[src/rtl/demuxer16_if.sv]
// rtl/demuxer16_if.sv - serial-in / parallel-out handshake bundle for demuxer16
interface demuxer16_if #(
  parameter int N_OUT = 16,
  parameter int SEL_W = 4
) ();
  logic             in;
  logic             in_valid;
  logic             in_ready;
  logic [SEL_W-1:0] sel;
  logic [N_OUT-1:0] q;
  logic             q_valid;
  logic             q_ready;
  logic             parity_err;

  // slave: the demultiplexer; master: producer plus consumer environment
  modport slave (
    input  in, in_valid, q_ready,
    output in_ready, sel, q, q_valid, parity_err
  );

  modport master (
    output in, in_valid, q_ready,
    input  in_ready, sel, q, q_valid, parity_err
  );
endinterface

[src/rtl/demuxer16.sv]
// rtl/demuxer16.sv - serial-to-parallel demux, LSB first; DEMUX16_PARITY_EN adds a trailing even-parity bit
module demuxer16 #(
  parameter int N_OUT = 16,
  parameter int SEL_W = 4
) (
  input  logic        clk,
  input  logic        rst,
  demuxer16_if.slave  bus
);

  typedef enum logic [1:0] {
    ST_FILL = 2'd0,
    ST_HOLD = 2'd1,
    ST_PAR  = 2'd2
  } state_t;

  localparam logic [SEL_W-1:0] SEL_LAST = SEL_W'(N_OUT - 1);

  state_t           state_q, state_d;
  logic [SEL_W-1:0] sel_q, sel_d;
  logic [N_OUT-1:0] q_q, q_d;
  logic             in_ready;
  logic             q_valid;
  logic             accept;
  logic             consume;
  logic             last_bit;

  assign accept   = bus.in_valid && in_ready;
  assign consume  = q_valid && bus.q_ready;
  assign last_bit = (sel_q == SEL_LAST);

  always_ff @(posedge clk) begin
    if (rst) begin
      state_q <= ST_FILL;
    end else begin
      state_q <= state_d;
    end
  end

  always_comb begin
    state_d = state_q;
    case (state_q)
      ST_FILL: begin
        if (accept && last_bit) begin
`ifdef DEMUX16_PARITY_EN
          state_d = ST_PAR;
`else
          state_d = ST_HOLD;
`endif
        end
      end
      ST_PAR: begin
        if (accept) state_d = ST_HOLD;
      end
      ST_HOLD: begin
        if (consume) state_d = ST_FILL;
      end
      default: state_d = ST_FILL;
    endcase
  end

  always_comb begin
    in_ready = 1'b0;
    q_valid  = 1'b0;
    case (state_q)
      ST_FILL: in_ready = 1'b1;
      ST_PAR:  in_ready = 1'b1;
      ST_HOLD: q_valid  = 1'b1;
      default: begin
        in_ready = 1'b0;
        q_valid  = 1'b0;
      end
    endcase
  end

  // sel wraps naturally because N_OUT == 2**SEL_W
  always_comb begin
    q_d   = q_q;
    sel_d = sel_q;
    if (state_q == ST_FILL && accept) begin
      q_d[sel_q] = bus.in;
      sel_d      = sel_q + SEL_W'(1);
    end
    if (consume) begin
      q_d = '0;
    end
  end

  always_ff @(posedge clk) begin
    if (rst) begin
      q_q   <= '0;
      sel_q <= '0;
    end else begin
      q_q   <= q_d;
      sel_q <= sel_d;
    end
  end

`ifdef DEMUX16_PARITY_EN
  logic perr_q, perr_d;

  // even parity over the held data word plus the trailing parity bit
  always_comb begin
    perr_d = perr_q;
    if (state_q == ST_PAR && accept) begin
      perr_d = (^q_q) ^ bus.in;
    end
    if (consume) begin
      perr_d = 1'b0;
    end
  end

  always_ff @(posedge clk) begin
    if (rst) begin
      perr_q <= 1'b0;
    end else begin
      perr_q <= perr_d;
    end
  end

  assign bus.parity_err = perr_q;
`else
  assign bus.parity_err = 1'b0;
`endif

  assign bus.in_ready = in_ready;
  assign bus.q_valid  = q_valid;
  assign bus.sel      = sel_q;
  assign bus.q        = q_q;

endmodule
[src/flat_wrapper.sv]
// flat-port wrapper written by rule: the top's interface ports become plain ports
module demuxer16_flat 
#(
  parameter int N_OUT = 16,
  parameter int SEL_W = 4
)
  (clk, rst, bus_in, bus_in_valid, bus_q_ready, bus_in_ready, bus_sel, bus_q, bus_q_valid, bus_parity_err);
  demuxer16_if #(.N_OUT(N_OUT), .SEL_W(SEL_W)) bus_i ();
  input  logic clk;
  input  logic rst;
  input wire logic [$bits(bus_i.in)-1:0] bus_in;
  input wire logic [$bits(bus_i.in_valid)-1:0] bus_in_valid;
  input wire logic [$bits(bus_i.q_ready)-1:0] bus_q_ready;
  output wire logic [$bits(bus_i.in_ready)-1:0] bus_in_ready;
  output wire logic [$bits(bus_i.sel)-1:0] bus_sel;
  output wire logic [$bits(bus_i.q)-1:0] bus_q;
  output wire logic [$bits(bus_i.q_valid)-1:0] bus_q_valid;
  output wire logic [$bits(bus_i.parity_err)-1:0] bus_parity_err;
  assign bus_i.in = bus_in;
  assign bus_i.in_valid = bus_in_valid;
  assign bus_i.q_ready = bus_q_ready;
  assign bus_in_ready = bus_i.in_ready;
  assign bus_sel = bus_i.sel;
  assign bus_q = bus_i.q;
  assign bus_q_valid = bus_i.q_valid;
  assign bus_parity_err = bus_i.parity_err;
  demuxer16 #(.N_OUT(N_OUT), .SEL_W(SEL_W)) u_core (.clk(clk), .rst(rst), .bus(bus_i));
endmodule
[config.mk]
export PLATFORM = sky130hd
export DESIGN_NAME = demuxer16_flat
export DESIGN_NICKNAME = d
export VERILOG_FILES = /design/src/rtl/demuxer16_if.sv /design/src/rtl/demuxer16.sv /design/src/flat_wrapper.sv
export SDC_FILE = /design/constraint.sdc
export NUM_CORES = 1
export LEC_CHECK = 0
export CAP_MARGIN = 20
export CORE_UTILIZATION = 46
export DETAILED_ROUTE_END_ITERATION = 6
export PLACE_DENSITY = 0.78
export REMOVE_ABC_BUFFERS = 1
export SLEW_MARGIN = 20
export SYNTH_ARGS = -nofsm -noshare
export SYNTH_HDL_FRONTEND = slang
export SYNTH_SLANG_ARGS = --single-unit
[constraint.sdc]
create_clock -name clk -period 1.6 [get_ports clk]
set_input_delay 0.24 -clock clk [delete_from_list [all_inputs] [get_ports clk]]
set_output_delay 0.24 -clock clk [all_outputs]
set_load 0.02 [all_outputs]
==> out/results.tsv, run 1 <==
metric	value	unit
Top delay family on crit path	buffers and inverters	
commonest non-fill, non-tap cell in the layout	clkdlybuf4s50_1	
CP Launch Type	register	
post-synthesis mux area share	0.1752	
sequential area share after synthesis	0.4297	
Mapped Cells	103	
Critical path buffers and inverters	1	
# hold bufs at CTS	0	
initial antenna violation count	0	
Layout area overhead	33.12	%
GRT overflow	0	
I/O Pins	28	
yosys warns	0	
Final Slew Violations	0	
worst path cell trace	clkdlybuf4s50_1	
min Tclk post-route	1.547	ns
Port Buffers	26	
RSZ-0062 raised after global routing	false	
Critical Path Fanout Max	2	
post-synthesis xor/xnor area fraction	0.01790	
highest cell delay on the worst timing path	0.62	ns
worst ir drop on vdd	0.5535	mV
reg2reg setup slack	0.14	ns
f_max	646.5	MHz
GR Layer Usage met3	0.04444	
Pleak	0.5790	nW
Antenna Cells	0	
Residual DRC	0	
crit share post-route	0.9667	
most frequent cells in the layout	clkdlybuf4s50_1, dfxtp_1, mux2i_1	
Slowest-stage cell, CP	clkdlybuf4s50_1	
Pwr Total	0.9358	mW
htree depth	1	
first-pass GRT wire length	3125	microns
die area	0.002316	sq mm
HP Start	u_core.bus.q[2]$_SDFFE_PP0P_	
Final setup viols	0	
R2R cell count	4	
setup bufs post-CTS	0	
Clk Latency, worst-skew pair	0.32	ns
Post-CTS Resized	3	
Worst Path Class, Setup	reg2out	
met2 usage	0.3081	
vias	790	
layout cell share with drive strength beyond 1	0.1053	
Synth Cell Area	978.4	sq um
CP arrival	1.31	ns
vias in the first global route	669	
worst hold-check path type	reg2reg	
Worst Hold Depth	2	
Routed WL	2024	microns
final hold viol count	0	
largest family of logic cells by synthesized area	simple AND/OR/NAND/NOR gates	
Initial DRC Count	12	
Synth Area in Compound Gates	0.03964	
Max-Cap Viols	0	
Inserted Clock Buffers	3	
CP Capture Type	output pin	
GP Congestion	0.7679	
width of the chip	48.12	microns
Clock transition at path regs	0.13	ns
largest net degree at the start of global routing	17	
Bufs on Longest Clock Path	2	
GR Util met1	0.2723	
ys async rst share	0	
FP Rows	16	
Antenna Violating Nets Remaining	0	
gr busiest metal	met2	
WHS Endpoint	u_core.bus.q[2]$_SDFFE_PP0P_	
post-synthesis simple-gate area fraction	0.2123	
Adder-Cell Fraction of Synth Area	0.05115	
EDFF count, synth	0	
Overall Global Routing Usage	0.2028	
Netlist cell types	24	
reg-to-reg critical path startpoint	u_core.bus.sel[1]$_SDFFE_PP0P_	
syn_area_per_cell	9.499	sq um
ys flop type	dfxtp_1	
layout net count	143	
Die Ht	48.12	microns
Clock Skews	0.01733	ns
Power Density	718.4	mW/mm^2
Core Region	0.001982	sq mm
Seq cells post-synth	21	
Worst Path Required	1.36	ns
reg2reg end	u_core.bus.q[3]$_SDFFE_PP0P_	
clock tree from TritonCTS	done	
Starting Density	0.4937	
post-DR wirelength/cell	12.65	microns
Filler cells	172	
DR pass1 iterations	4	
vias per cell	4.938	
utilization after layout	0.6572	
CTS sink cnt	21	
status	complete, no violations	
Clock Root Buffer	clkbuf_4	
DP HPWL	1493	microns
==> per-stage QoR <==
stage / worst slack [ns] / area [sq um] / hold slack [ns] / std cells / setup TNS [ns]
after floorplan: -0.1638 / 920.9 / 0.3091 / 95 / -0.2201
after global placement: 0.07721 / 1275 / 0.4486 / 156 / 0
after detailed placement: 0.02767 / 1275 / 0.4528 / 156 / 0
after CTS: 0.02247 / 1300 / 0.4736 / 160 / 0
after global routing: 0.0009717 / 1303 / 0.4884 / 160 / 0
final: 0.05327 / 1303 / 0.4662 / 160 / 0
==> cells in the mapped netlist (2+ instances only) <==
master / instances / area (sq um)
nor2b_1: 3 / 18.77
buf_4: 2 / 15.01
nor2_1: 5 / 18.77
ha_1: 4 / 50.05
nand4_1: 5 / 31.28
nand2_1: 15 / 56.30
dfxtp_1: 21 / 420.4
mux2i_1: 16 / 160.2
inv_1: 3 / 11.26
buf_6: 2 / 22.52
buf_2: 4 / 20.02
nand3_1: 11 / 55.05
==> report_power, final <==
part	switching [mW]	internal, mW	leakage [nW]
registers	0.00810	0.533	0.170
clock network	0.166	0.0975	0.0150
logic	0.0729	0.0583	0.394
==> cell type report <==
type,count,area (sq um),share of cell area
well taps,27,33.78,0.02594
multi-input cells,71,489.2,0.3756
flip-flops and latches,21,421.7,0.3237
clock buffers,4,26.28,0.02017
repair buffers,34,320.3,0.2459
inverters,3,11.26,0.008646
==> kinds of logic after synthesis <==
family,count (synthesis)
compound gates,4
xor+xnor,2
fa+ha+maj,4
buf+inv,11
flops,21
mux,17
other cells,1
simple gates,43
==> worst reg2reg max path: stages, from the launching register on <==
cell	delay, ns
dfxtp_1	0.46
ha_1	0.27
nand3b_1	0.17
o311ai_0	0.33
o41ai_1	0.13
==> layer usage <==
layer | vias to the layer above | wire length [microns]
met2 | 21 | 937
met4 | 0 | 44
met3 | 5 | 91
met5 | - | 0
met1 | 361 | 950
li1 | 403 | -
==> flip-flops by register name, indices dropped and copies added, names as in the netlist <==
name	flops
u_core.state_q	1
u_core.bus.sel	4
u_core.bus.q	16
==> worst max path at each step <==
stage                                        start                        endpoint  slack, ns  cells past startpoint
floorplan           u_core.state_q[0]$_SDFFE_PP0P_  u_core.bus.sel[3]$_SDFFE_PP0P_      -0.16                      3
global placement                      bus_in_valid    u_core.bus.q[5]$_SDFFE_PP0P_       0.08                      5
detailed placement                    bus_in_valid   u_core.bus.q[14]$_SDFFE_PP0P_       0.03                      5
CTS                 u_core.state_q[0]$_SDFFE_PP0P_                    bus_in_ready       0.02                      2
global route        u_core.bus.sel[2]$_SDFFE_PP0P_                      bus_sel[2]      0.001                      1
finish              u_core.bus.sel[2]$_SDFFE_PP0P_                      bus_sel[2]       0.05                      1
Note: power is estimated with default switching activity, not from simulation.
==> run 2, diff against run 1 <==
- ABC_AREA: default -> 0
- CORE_UTILIZATION: 46 -> 49
- PLACE_DENSITY: 0.78 -> 0.82
- clock period: 1.6 -> 1.9 ns (I/O delays scaled with it)
==> run 2 against run 1 <==
Setup slack gained 0.020 ns. Core utilization grew 5.6 points. Clock power shrank 18%. Critical path depth is the same. First-iteration DRC count shrank 58%. Worst hold slack gained 0.0021 ns. Non-clock buffer count shrank 2. Via count grew 0.89%. Routed wire length grew 1.4%. Register-to-register slack gained 0.34 ns. Power shrank 17%.
==> out/results.tsv, run 2 (synthesis results as in run 1) <==
metric	value	unit	change
Slowest-stage cell, CP	clkdlybuf4s50_1		
first-pass GRT wire length	3194	microns	+2.2%
DP HPWL	1537	microns	+2.9%
pre-CTS WS	0.1536	ns	+0.1259 ns
largest net degree at the start of global routing	15		-2
Critical Path Fanout Max	12		+10
GP Congestion	0.7781		+1.3%
WHS Endpoint	u_core.bus.q[8]$_SDFFE_PP0P_		
Fin Setup TNS	0	ns	unchanged
f_max	547.5	MHz	
RSZ-0062 raised after global routing	false		
final hold viol count	0		unchanged
Worst Path Class, Setup	reg2out		
Top delay family on crit path	buffers and inverters		
Worst Slack Setup Final	0.07338	ns	+0.02011 ns
Power Density	607.8	mW/mm^2	-15%
setup bufs post-CTS	0		unchanged
vias in the first global route	722		+7.9%
Clock transition at path regs	0.12	ns	about the same
Critical path buffers and inverters	1		unchanged
width of the chip	46.69	microns	-3.0%
Pleak	0.5620	nW	-2.9%
htree depth	1		unchanged
Clock Skews	0.005488	ns	-0.01184 ns
Bufs on Longest Clock Path	2		unchanged
max reg flops	16		unchanged
Antenna Cells	0		unchanged
Starting Density	0.5431		+0.04937
Clk Latency, worst-skew pair	0.30	ns	-0.02 ns
Antenna Violating Nets Remaining	0		unchanged
Worst Hold Depth	2		unchanged
worst ir drop on vdd	0.4036	mV	-27%
Inserted Clock Buffers	3		unchanged
post-DR wirelength/cell	13.15	microns	+4.0%
status	complete, no violations		
Overall Global Routing Usage	0.2101		+0.007329
R2R cell count	4		unchanged
layout cell share with drive strength beyond 1	0.09160		-0.01366
Initial DRC Count	5		-7
layout net count	141		-1.4%
Max-Cap Viols	0		unchanged
initial antenna violation count	0		unchanged
Core Region	0.001802	sq mm	-9.1%
Port Buffers	26		unchanged
worst hold-check path type	reg2reg		
Layout area overhead	31.33	%	
Die Ht	46.69	microns	-3.0%
crit share post-route	0.9614		
Cells after DPL	152		-2.6%
clock tree from TritonCTS	done		
vias per cell	5.109		+3.5%
highest cell delay on the worst timing path	0.68	ns	+0.06 ns
Post-CTS Resized	0		-3
Finished Layout Cells	156		-2.5%
CP Launch Type	register		
Hold WS	0.4683	ns	+0.002106 ns
CP arrival	1.54	ns	+0.23 ns
Critical Path Source	u_core.bus.sel[3]$_SDFFE_PP0P_		
reg2reg end	u_core.bus.q[3]$_SDFFE_PP0P_		
CTS sink cnt	21		unchanged
Worst Path Required	1.62	ns	+0.26 ns
min Tclk post-route	1.827	ns	
Final Slew Violations	0		unchanged
Clock Root Buffer	clkbuf_4		
Final setup viols	0		unchanged
HP Start	u_core.bus.q[8]$_SDFFE_PP0P_		
Filler cells	148		-14%
FP Rows	15		-1
# hold bufs at CTS	0		unchanged
DR pass1 iterations	4		unchanged
reg2reg setup slack	0.48	ns	+0.34 ns
commonest non-fill, non-tap cell in the layout	clkdlybuf4s50_1		
Residual DRC	0		unchanged
I/O Pins	28		unchanged
reg-to-reg critical path startpoint	u_core.bus.sel[0]$_SDFFE_PP0P_		
CP Capture Type	output pin		
Routed WL	2052	microns	+1.4%
worst path cell trace	clkdlybuf4s50_1		
GRT overflow	0		unchanged
die area	0.002179	sq mm	-5.9%
Pwr Total	0.7810	mW	-17%
most frequent cells in the layout	clkdlybuf4s50_1, dfxtp_1, mux2i_1		
vias	797		+0.89%
[run 2: changes by cell type in the layout (fill, tap and decap cells not counted), sizes merged]
cell,previous run,this run
clkinv,0,1
buf,8,6
clkdlybuf4s50,23,26
dlymetal6s2s,1,0
clkbuf,4,3
dlygate4sd2,2,0
[run 2: how the worst max path moves through the flow]
stage                                                end  slack, ns  depth (start not counted)
after CTS                                     bus_sel[3]       0.07                          1
after floorplan           u_core.bus.sel[3]$_SDFFE_PP0P_       0.14                          3
final                                         bus_sel[3]       0.07                          1
after global placement      u_core.bus.q[4]$_SDFFE_PP0P_       0.20                          5
after global routing                          bus_sel[3]       0.02                          1
after detailed placement   u_core.bus.q[12]$_SDFFE_PP0P_       0.15                          5
[run 2: layout make-up]
| class | count | area, sq um | share of cell area |
|---|---|---|---|
| clock buffers | 3 | 22.52 | 0.01753 |
| clock inverters | 1 | 5.005 | 0.003895 |
| inverters | 3 | 11.26 | 0.008763 |
| multi-input cells | 71 | 489.2 | 0.3807 |
| flip-flops and latches | 21 | 420.4 | 0.3272 |
| well taps | 25 | 31.28 | 0.02434 |
| repair buffers | 32 | 305.3 | 0.2376 |
[run 2: metal layers]
layer	track usage	up-vias	share of wire	wire length [microns]
li1	-	402	-	-
met1	0.2725	371	0.47	956
met2	0.3333	18	0.49	997
met3	0.03922	6	0.032	65
met4	0.09714	0	0.016	33
met5	0	-	0	0
[run 2: where the power goes]
part / internal (mW) / switching (mW) / total, mW / leakage [nW]
combinational: 0.0477 / 0.0601 / 0.108 / 0.375
sequential: 0.449 / 0.00903 / 0.458 / 0.170
clock: 0.0785 / 0.137 / 0.216 / 0.0177
[run 2: stage by stage]
stage | cell area [sq um] | utilization
3_5_place_dp | 1257 | 0.6979
3_3_place_gp | 1257 | 0.6979
4_1_cts | 1285 | 0.7132
6_report | 1285 | 0.7132
2_1_floorplan | 920.9 | -
5_1_grt | 1285 | 0.7132
[run 2: tightest hold or removal path, delay by kind of cell, from the launching register on]
family	cells	cell delay (ns)
and+or+nand+nor	1	0.05
muxes	1	0.05
DFF	1	0.33
